==> config.mk <==
export PLATFORM = sky130hd
export DESIGN_NAME = ghost4_mover
export DESIGN_NICKNAME = d
export VERILOG_FILES = /design/src/rtl/ghost4_mover_pkg.sv /design/src/rtl/ghost4_mover_dir_order.sv /design/src/rtl/ghost4_mover.sv
export SDC_FILE = /design/constraint.sdc
export NUM_CORES = 1
export LEC_CHECK = 0
export ABC_AREA = 1
export BUFFER_PORTS_ARGS = -buffer_cell sky130_fd_sc_hd__buf_2
export CAP_MARGIN = 20
export CORE_MARGIN = 2
export CORE_UTILIZATION = 25
export DETAILED_ROUTE_END_ITERATION = 8
export PLACE_DENSITY_LB_ADDON = 0.2
export RECOVER_POWER = 50
export SYNTH_ARGS = -nofsm -noshare
export SYNTH_HDL_FRONTEND = slang
export SYNTH_SLANG_ARGS = --single-unit
==> constraint.sdc <==
create_clock -name clock_50 -period 4.35 [get_ports clock_50]
set_input_delay 0.435 -clock clock_50 [delete_from_list [all_inputs] [get_ports clock_50]]
set_output_delay 0.435 -clock clock_50 [all_outputs]
set_load 0.005 [all_outputs]
==> src/rtl/ghost4_mover_pkg.sv <==
// Shared Pac-Man game definitions used by every ghost mover.
// Holds the direction encoding, mover FSM states and grid geometry.
package pacman_defs;

  localparam int                  COORD_W  = 5;
  localparam logic [COORD_W-1:0]  GRID_MAX = 5'd20;

  typedef enum logic [1:0] {
    DIR_UP    = 2'd0,
    DIR_RIGHT = 2'd1,
    DIR_DOWN  = 2'd2,
    DIR_LEFT  = 2'd3
  } dir_t;

  typedef enum logic [2:0] {
    ST_IDLE  = 3'd0,
    ST_LOAD  = 3'd1,
    ST_ORDER = 3'd2,
    ST_CHECK = 3'd3,
    ST_QUERY = 3'd4,
    ST_NEXT  = 3'd5,
    ST_WRITE = 3'd6,
    ST_DONE  = 3'd7
  } mover_state_t;

  // Opposite direction: up<->down, left<->right.
  function automatic dir_t reverse(input dir_t d);
    return dir_t'(d ^ 2'd2);
  endfunction

endpackage

==> src/rtl/ghost4_mover_dir_order.sv <==
// Chase-heuristic candidate ordering shared by the ghost movers.
// Ranks all four directions toward Pac-Man and demotes the U-turn to last.
module ghost_dir_order
  import pacman_defs::*;
(
  input  logic signed [5:0] dx,
  input  logic signed [5:0] dy,
  input  logic [1:0]        dir_last,
  output logic [3:0][1:0]   cand
);

  logic signed [5:0] adx;
  logic signed [5:0] ady;
  dir_t              prim;
  dir_t              sec;
  dir_t              demote;
  dir_t              base [4];
  int                slot;

  always_comb begin
    adx = (dx < 0) ? -dx : dx;
    ady = (dy < 0) ? -dy : dy;

    if (adx >= ady) begin
      prim = (dx < 0) ? DIR_LEFT : DIR_RIGHT;
      sec  = (dy > 0) ? DIR_DOWN : DIR_UP;
    end else begin
      prim = (dy < 0) ? DIR_UP : DIR_DOWN;
      sec  = (dx > 0) ? DIR_RIGHT : DIR_LEFT;
    end

    base[0] = prim;
    base[1] = sec;
    base[2] = reverse(sec);
    base[3] = reverse(prim);
    demote  = reverse(dir_t'(dir_last));

    // The four entries are a permutation, so exactly one matches the U-turn.
    cand = '0;
    slot = 0;
    for (int j = 0; j < 4; j++) begin
      if (base[j] != demote) begin
        cand[slot[1:0]] = base[j];
        slot = slot + 1;
      end
    end
    cand[3] = demote;
  end

endmodule

==> src/rtl/ghost4_mover.sv <==
// Ghost4 movement controller: on each tick, picks the best open neighbour
// via the wall-memory handshake and writes it to the coordinate register.
module ghost4_mover #(
  parameter int         TICK_CYCLES = 12_500_000,
  parameter logic [4:0] GRID_MAX    = pacman_defs::GRID_MAX,
  parameter logic [4:0] START_X     = 5'd2,
  parameter logic [4:0] START_Y     = 5'd2
) (
  input  logic       clock_50,
  input  logic       reset_n,
  input  logic       enable,
  input  logic [4:0] ghost_x_in,
  input  logic [4:0] ghost_y_in,
  input  logic [4:0] pacman_x,
  input  logic [4:0] pacman_y,
  output logic       wall_req,
  output logic [4:0] wall_x,
  output logic [4:0] wall_y,
  input  logic       wall_ack,
  input  logic       wall_is_wall,
  output logic [4:0] x_out,
  output logic [4:0] y_out,
  output logic       en,
  output logic       readwrite,
  output logic [1:0] dir_out,
  output logic       move_done
);
  import pacman_defs::*;

  localparam int               CNT_W     = (TICK_CYCLES > 1) ? $clog2(TICK_CYCLES) : 1;
  localparam logic [CNT_W-1:0] TICK_LAST = CNT_W'(TICK_CYCLES - 1);

  mover_state_t      state;
  logic [CNT_W-1:0]  tick_cnt;
  logic              tick;
  logic [1:0]        k;

  logic [COORD_W-1:0] gx;
  logic [COORD_W-1:0] gy;
  logic [COORD_W-1:0] px;
  logic [COORD_W-1:0] py;
  logic [3:0][1:0]    cand_q;
  logic [3:0][1:0]    ord;

  logic signed [5:0] dx;
  logic signed [5:0] dy;
  logic signed [5:0] nx;
  logic signed [5:0] ny;
  logic signed [5:0] grid_lim;
  logic              nb_ok;
  dir_t              cur_dir;

  // Free-running move tick; a terminal count outside IDLE is simply lost.
  always_ff @(posedge clock_50 or negedge reset_n) begin
    if (!reset_n) begin
      tick_cnt <= '0;
    end else if (enable) begin
      tick_cnt <= (tick_cnt == TICK_LAST) ? '0 : tick_cnt + CNT_W'(1);
    end
  end

  assign tick = enable && (tick_cnt == TICK_LAST);

  // Coordinate snapshot and candidate list; pure datapath, no reset needed.
  always_ff @(posedge clock_50) begin
    if (state == ST_LOAD) begin
      gx <= ghost_x_in;
      gy <= ghost_y_in;
      px <= pacman_x;
      py <= pacman_y;
    end
    if (state == ST_ORDER) begin
      cand_q <= ord;
    end
  end

  assign dx = $signed({1'b0, px}) - $signed({1'b0, gx});
  assign dy = $signed({1'b0, py}) - $signed({1'b0, gy});

  ghost_dir_order u_dir_order (
    .dx       (dx),
    .dy       (dy),
    .dir_last (dir_out),
    .cand     (ord)
  );

  assign cur_dir  = dir_t'(cand_q[k]);
  assign grid_lim = $signed({1'b0, GRID_MAX});

  always_comb begin
    nx = $signed({1'b0, gx});
    ny = $signed({1'b0, gy});
    case (cur_dir)
      DIR_UP:    ny = ny - 6'sd1;
      DIR_RIGHT: nx = nx + 6'sd1;
      DIR_DOWN:  ny = ny + 6'sd1;
      default:   nx = nx - 6'sd1;
    endcase
    nb_ok = (nx >= 0) && (ny >= 0) && (nx <= grid_lim) && (ny <= grid_lim);
  end

  // Attempt sequencer; the write is issued from QUERY so en lands in WRITE.
  always_ff @(posedge clock_50 or negedge reset_n) begin
    if (!reset_n) begin
      state     <= ST_IDLE;
      k         <= 2'd0;
      wall_req  <= 1'b0;
      wall_x    <= '0;
      wall_y    <= '0;
      x_out     <= START_X;
      y_out     <= START_Y;
      en        <= 1'b0;
      readwrite <= 1'b1;
      dir_out   <= 2'd0;
      move_done <= 1'b0;
    end else begin
      case (state)
        ST_IDLE: begin
          if (tick) state <= ST_LOAD;
        end
        ST_LOAD: begin
          state <= ST_ORDER;
        end
        ST_ORDER: begin
          k <= 2'd0;
          if (dx == 6'sd0 && dy == 6'sd0) begin
            move_done <= 1'b1;
            state     <= ST_DONE;
          end else begin
            state <= ST_CHECK;
          end
        end
        ST_CHECK: begin
          if (nb_ok) begin
            wall_req <= 1'b1;
            wall_x   <= nx[4:0];
            wall_y   <= ny[4:0];
            state    <= ST_QUERY;
          end else begin
            state <= ST_NEXT;
          end
        end
        ST_QUERY: begin
          if (wall_req && wall_ack) begin
            wall_req <= 1'b0;
            if (!wall_is_wall) begin
              en        <= 1'b1;
              readwrite <= 1'b0;
              x_out     <= wall_x;
              y_out     <= wall_y;
              dir_out   <= cand_q[k];
              state     <= ST_WRITE;
            end else begin
              state <= ST_NEXT;
            end
          end
        end
        ST_NEXT: begin
          if (k == 2'd3) begin
            move_done <= 1'b1;
            state     <= ST_DONE;
          end else begin
            k     <= k + 2'd1;
            state <= ST_CHECK;
          end
        end
        ST_WRITE: begin
          en        <= 1'b0;
          readwrite <= 1'b1;
          move_done <= 1'b1;
          state     <= ST_DONE;
        end
        ST_DONE: begin
          move_done <= 1'b0;
          state     <= ST_IDLE;
        end
        default: begin
          state <= ST_IDLE;
        end
      endcase
    end
  end

endmodule

Word-level counts from Yosys, hierarchy flattened
Cells that the tools add are included. Widths: inputs -> output; s select.

Add/sub/neg operators: 12. Equal/unequal tests: 22. Bitwise gates (word level): 4. Order comparisons: 16. Muxes and demuxes: 50. Reduce and logical (&&, ||, !) cells: 25.

Operators by type and width (number): $mux 2 (15); $add 24x1->24 const B (1); $bwmux 8 (3); $eq 24x24->1 const B (1); $mux 24 (1); $pmux 3 s8 (1); $pmux 6 s2 (2); $mux 6 (3); $mux 8 (2); $add 5x1->6 const B (2); $demux 2 s2 (3); $eq 3x3->1 const B (4); $ge 6x1->1 const B (2); $gt 6x1->1 const B (2); $le 6x6->1 const B (2); $logic_not 6->1 (2); $lt 6x1->1 const B (2); $mux 3 (4); $ne 2x2->1 const B (6); $neg 6->6 (2); $reduce_and 3->1 (4); $sub 5x1->6 const B (2); $sub 5x5->6 (2); $mux 1 (10); other kinds (26) (51).

Output and inout port bits: 26. Bits of input ports: 25. Flip-flop bits (word level): 83. Logic and storage cells: 149.

Logic depth before layout (Yosys ltp)
Gate-level depths: netlist of run 1.

Depth after elaboration: 17. Gate-level depth with buffers: 33. Depth with buffers taken out: 33.

Cells and area by module
Synthesis of run 1 repeated with hierarchy kept, for this count alone.

Cell total of the unflattened synthesis: 686. Area, all modules: 5500.3 µm².

Modules (own cells, without submodules): ghost4_mover (sequential area each 2220.9 µm², cells an instance 536, area an instance 4642.0 µm², times used 1); ghost_dir_order (sequential area each 0.0 µm², cells an instance 150, area an instance 858.3 µm², times used 1).

Worst setup path before layout of run 1
OpenSTA, ideal clock, no wires.

Path type: register -> register. Start: register gy[0]. End: register cand_q[4] (netlist bit) (data pin). Stages on the path, launching flop included: 31. Period minus slack after synthesis: 4.273 ns. Path buffers: 0. Setup slack: 0.077 ns. Data required time: 4.097 ns. Library setup time: 0.253 ns. Data arrival time: 4.020 ns. Cell sequence: edfxtp_1 > ha_1 > fa_1 > ha_1 > inv_1 > nor2_1 > nand3_1 > nand2_1 > xor2_1 > inv_1 > ha_1 > nand2_1 > nor2_1 > nand2_1 > nand3_1 > nand2_1 > nand3_2 > nand2_1 > nand2_1 > nand2_1 > nand2_1 > inv_1 > nor2_1 > inv_1 > ha_1 > inv_1 > nand4_1 > nand2_2 > nand3_1 > nand2_1 > nand2_1.

RTL lines: start: declaration (line ghost4_mover.sv:39) `logic [COORD_W-1:0] gy;`; start signal: assignment (line ghost4_mover.sv:68) `gy <= ghost_y_in;`; end signal: assignment (line ghost4_mover.sv:73) `cand_q <= ord;`; end: declaration (line ghost4_mover.sv:42) `logic [3:0][1:0] cand_q;`.

==> flow_metrics.tcl, run 1 <==
set metrics [dict create \
    status "finished with violations" \
    violations "max-capacitance violations, max-slew violations" \
    drt_pass1_iterations 4 \
    antenna_found_initial 0 \
    worst_path_most_repeated_cell "nand2_1" \
    synth_adder_area_share_pct 9.18 \
    slowest_delay_ns 0.55 \
    area_delta_synth_final_pct 20.7 \
    synth-seq-cells 83 \
    routed_wl_mm 11.9 \
    numCtsBuffers 9 \
    dp_hpwl_mm 9.15 \
    cts_buffer_depth 2 \
    synth_area_leader_cell "dfrtp_1" \
    synth_top_cell_area_share_pct 24.9 \
    synth_area_per_cell_um2 8.13 \
    wl_per_cell_um 11.9 \
    synth_area_leaders "dfrtp_1 (25%), edfxtp_1 (16%), nand2_1 (12%)" \
    crit_path_end_kind "register" \
    yosysWarnings 0 \
    whs_ns 0.259 \
    grt_pass1_wl_mm 20.4 \
    vias 4273 \
    largest_register_ffs 24 \
    insertion_delay_ns 0.35 \
    routed_via_density 4.29 \
    period_needed_ns 4.12 \
    final-hold-violation-count 0 \
    report.final.slew_viol_count 56 \
    syn_area_um2 5230 \
    async_flop_share_pct 66.3 \
    start_util_pct 25.7 \
    regToRegEndpoint "cand_q[5]$_DFFE_PP_" \
    synth_xor_area_share_pct 3.16 \
    reg2reg_slack_ns 0.23 \
    drc 0 \
    yosysSeqAreaShare_pct 42.4 \
    ctsRootBufferMaster "clkbuf_16" \
    reg2reg_from "gx[0]$_DFFE_PP_" \
    ys.flop_type "dfrtp_1" \
    rows 52 \
    yosysUniqueCellTypes 45 \
    min-delay-start "pacman_y[1]" \
    synth-edff-count 28 \
    rsz0062_at_grt "true" \
    setup_tns_ns 0 \
    syn_nets 705 \
    htree_num_levels 3 \
    portBuffers 50 \
    top_register "tick_cnt" \
    finalCritPeriodShare_pct 94.8 \
    synth_compound_area_share_pct 7.72 \
    top_regs "tick_cnt: 24 flops, cand_q: 8 flops" \
    required_ns 4.45 \
    grt_max_degree 56 \
    r2r_cells 28 \
    finClkSkew_ns 0.0118 \
    clkSlewWorstSetupHoldPaths_ns 0.07 \
    arrival_ns 4.22 \
    place.gp.congestion 0.817 \
    critical_path.top_delay_family "simple AND/OR/NAND/NOR gates" \
    setup_viol_count_final 0 \
    synth_top_family_by_area "simple AND/OR/NAND/NOR gates" \
    worst_path_max_delay_cell "fa_1" \
    overflow 0 \
    holdCritPathClass "in -> reg" \
    clock-sinks 83 \
    die_x_um 149 \
    crit_type "reg -> reg" \
    ioPinCount 51 \
    drt_iter0_drc 193 \
    min_to "py[1]$_DFFE_PP_" \
    drive_above_1_share_pct 20.9 \
    critPathBufInv 3 \
    synth_mux_area_share_pct 2.15 \
    cap_violations 1 \
    postSynthCellCount 644 \
    num_antenna_cells 0 \
    coreArea_um2 20400 \
    holdPathStages 1 \
    dieArea_um2 22100 \
    crit_path_start_kind "register" \
    grt.total_usage_pct 11.6 \
    slew_headroom_pct -106 \
    final_nets 782 \
    first_global_vias 4243 \
    fmax_mhz 243 \
    dieHeight_um 149 \
    crit_fanout 5 \
    ant_nets 0 \
    synthSimpleGateAreaFrac_pct 27.1 \
    cp.depth 28 \
    worst_pin_slew_ns 3.08 \
    cts_tree "built" \
]
## stage by stage
step | instances | area [um2] | worst slack, ns | util (%)
finish | 996 | 6320 | 0.228 | 31.0
global placement | 971 | 5870 | 0.0767 | 28.8
CTS | 987 | 6170 | 0.0394 | 30.3
floorplan | 644 | 5230 | 0.0767 | -
detailed placement | 971 | 5870 | -0.0442 | 28.8
global route | 996 | 6320 | -0.138 | 31.0
## cell usage in the layout, fill, tap and decap left out, types with 4 or more instances in the layout
cell type and instances:
or2_2 4, nand2_1 152, inv_1 95, nor3_1 12
nand4_1 15, nand3_2 6, buf_2 47, xor2_1 10
nand2_2 13, clkbuf_16 9, dfrtp_1 52, nor2_2 5
edfxtp_1 28, nor2_1 46, a31oi_1 4, fa_1 4
nand3_1 48, mux2_2 10, clkbuf_1 4, xnor2_1 7
o21ai_0 24, a21oi_1 26, nand3b_1 4, inv_2 7
buf_4 21, o21ai_2 4, ha_1 27
## cells in the mapped netlist, types with 4 or more instances
| master | n |
|---|---|
| nand3b_1 | 4 |
| dfrtp_1 | 52 |
| a21oi_1 | 28 |
| inv_2 | 4 |
| inv_1 | 98 |
| nand2_1 | 162 |
| nand2_2 | 5 |
| a31oi_1 | 4 |
| mux2_2 | 10 |
| o21ai_0 | 24 |
| edfxtp_1 | 28 |
| or2_2 | 4 |
| nand3_1 | 50 |
| nand3_2 | 4 |
| nor2_2 | 5 |
| ha_1 | 32 |
| nand4_1 | 15 |
| fa_1 | 4 |
| nor3_1 | 12 |
| o21ai_2 | 4 |
| xor2_1 | 10 |
| nor2_1 | 48 |
| xnor2_1 | 7 |
## routing by layer
layer,part of all wire (%),GRT usage [%],up-vias,wire length [um]
met2,47,19.3,61,5580
met5,0,0,-,0
li1,-,-,2265,-
met1,49,14.9,1937,5750
met3,3.0,2.79,10,358
met4,1.4,3.48,0,167
## logic make-up (layout without fill, tap and decap cells)
| kind of cell | after synthesis | in the layout |
|---|---|---|
| and+or+nand+nor | 318 | 318 |
| buffers and inverters | 108 | 190 |
| DFF | 83 | 83 |
| AOI/OAI and AO/OA | 71 | 71 |
| adders and majority gates | 36 | 36 |
| xor gates and xnor gates | 18 | 18 |
| muxes | 10 | 10 |
## worst max path at each step
stage / to / from / slack, ns
after floorplan: cand_q[4]$_DFFE_PP_ / gy[0]$_DFFE_PP_ / 0.08
after CTS: cand_q[5]$_DFFE_PP_ / gy[0]$_DFFE_PP_ / 0.04
after detailed placement: cand_q[4]$_DFFE_PP_ / gy[0]$_DFFE_PP_ / -0.04
after global routing: cand_q[1]$_DFFE_PP_ / gy[0]$_DFFE_PP_ / -0.14
after global placement: cand_q[4]$_DFFE_PP_ / gy[0]$_DFFE_PP_ / 0.08
final: cand_q[5]$_DFFE_PP_ / gx[0]$_DFFE_PP_ / 0.23
## area by class of cell
type | count | area [um2]
well taps | 270 | 338
inverters | 102 | 383
flip-flops and latches | 83 | 2220
clock inverters | 7 | 58.8
multi-input cells | 453 | 2680
repair buffers | 72 | 408
clock buffers | 9 | 225
fillers | 2184 | 14000
## repair_timing
action,4_1_cts,5_1_grt
gates resized for setup,2,26
setup endpoints to repair,3,5
buffers inserted,0,9
hold buffers,0,0
pin swaps,0,28
endpoints found under the hold margin,0,0
## worst reg2reg max path: cells and delay by family, from the launching register on
kind / cells / cell delay, ns
and+or+nand+nor: 19 / 1.67
DFF: 1 / 0.40
buffers and inverters: 3 / 0.17
adders and majority gates: 5 / 1.47
xor gates and xnor gates: 1 / 0.14
Power of run 1 is not shown: default switching activity piles up to over one toggle a cycle in this logic, so the estimate is an artifact.
==> run 2, diff against run 1 <==
- REMOVE_ABC_BUFFERS: unset -> 1
- clock period: 4.35 -> 4.2 ns (I/O delays scaled with it)
==> flow_metrics.tcl, run 2 (synthesized netlist as in run 1, its figures left out) <==
set metrics [dict create \
    start_util_pct 25.7 \
    htree_num_levels 3 \
    final-hold-violation-count 0 \
    antenna_found_initial 0 \
    ctsRootBufferMaster "clkbuf_16" \
    drt_iter0_drc 178 \
    pre_cts_ws_ns -0.153 \
    dp_hpwl_mm 9.35 \
    worst_path_most_repeated_cell "nand2_2" \
    coreArea_um2 20400 \
    crit_path_end_kind "register" \
    overflow 0 \
    holdPathStages 1 \
    ant_nets 0 \
    period_needed_ns 4.16 \
    crit_type "reg -> reg" \
    top_register "tick_cnt" \
    routed_via_density 4.32 \
    multi_input_area_um2 2770 \
    worst_path_max_delay_cell "fa_1" \
    cap_violations 1 \
    drc 0 \
    slowest_delay_ns 0.51 \
    worst_pin_slew_ns 2.95 \
    status "finished with violations" \
    first_global_vias 4358 \
    crit_fanout 4 \
    place.gp.congestion 0.811 \
    required_ns 4.30 \
    setup_viol_count_final 0 \
    grt.total_usage_pct 11.7 \
    dieHeight_um 149 \
    area.sequential_um2 2220 \
    crit_path_start_kind "register" \
    hold_buffers 0 \
    cts_tree "built" \
    final_common_cell "nand2_1" \
    grt_pass1_wl_mm 20.6 \
    vias 4436 \
    clock-sinks 83 \
    insertion_delay_ns 0.35 \
    cts_buffer_depth 2 \
    report.final.slew_viol_count 56 \
    wl_per_cell_um 11.9 \
    routed_wl_mm 12.2 \
    numCtsBuffers 9 \
    setup_tns_ns 0 \
    drt_pass1_iterations 4 \
    top_regs "tick_cnt: 24 flops, cand_q: 8 flops" \
    largest_register_ffs 24 \
    finClkSkew_ns 0.0140 \
    mostFrequentLayoutCells "nand2_1 (145), inv_1 (92), dfrtp_1 (52), buf_4 (51), buf_2 (48)" \
    portBuffers 50 \
    final_nets 814 \
    r2r_cells 29 \
    area_delta_synth_final_pct 28.2 \
    clkSlewWorstSetupHoldPaths_ns 0.07 \
    whs_ns 0.238 \
    slew_headroom_pct -96.5 \
    ioPinCount 51 \
    setup_slack_ns 0.0436 \
    final_core_util_pct 32.9 \
    finalCritPeriodShare_pct 99.0 \
    num_antenna_cells 0 \
    dieArea_um2 22100 \
    arrival_ns 4.25 \
    drive_above_1_share_pct 26.6 \
    fillers 2150 \
    holdCritPathClass "in -> reg" \
    rows 52 \
    grt_max_degree 56 \
    die_x_um 149 \
    fmax_mhz 241 \
    violations "max-capacitance violations, max-slew violations" \
    rsz0062_at_grt "true" \
]
run 2: final timing paths:
path                                                to                  start  slack (ns)
worst max-delay path               cand_q[2]$_DFFE_PP_        gy[0]$_DFFE_PP_        0.04
worst min-delay path                   py[0]$_DFFE_PP_            pacman_y[0]        0.24
worst max register to register     cand_q[2]$_DFFE_PP_        gy[0]$_DFFE_PP_        0.04
worst min register to register   readwrite$_DFFE_PN1P_  readwrite$_DFFE_PN1P_        0.48
max in group asynchronous       dir_out[1]$_DFFE_PN0P_                reset_n        1.40
min in group asynchronous         x_out[0]$_DFFE_PN0P_                reset_n        1.12
run 2: stage by stage:
step	instances	area (um2)
after floorplan	638	5190
after global placement	988	6000
after detailed placement	988	6000
after CTS	1025	6550
after global routing	1028	6710
final	1028	6710
run 2: worst max-delay path: cells and delay by family (launching register included):
family	cells	cell delay, ns
flip-flops	1	0.40
adder cells (fa/ha/maj)	5	1.32
XOR/XNOR	1	0.15
AND/OR/NAND/NOR	19	1.72
buffers and inverters	4	0.29
run 2: repair_timing:
action                                  4_1_cts  5_1_grt
gates resized for setup                      14       38
pin swaps                                    19       31
endpoints found under the setup margin        5        5
buffers inserted                             21        2
run 2: cell type report:
class,count,area share (%)
Clock buffer,10,3.73
Clock inverter,6,1.45
Inverter,102,5.75
Multi-Input combinational cell,453,41.2
Sequential cell,83,33.1
Tap cell,270,5.04
Timing Repair Buffer,104,9.68
run 2: layer usage:
metal | global-route usage, % | vias to the layer above | wire (um)
met5 | 0 | - | 0
met1 | 15.0 | 2018 | 5680
li1 | - | 2328 | -
met2 | 19.5 | 74 | 5850
met3 | 3.10 | 16 | 461
met4 | 3.57 | 0 | 205
Power of run 2 is left out for the same reason.
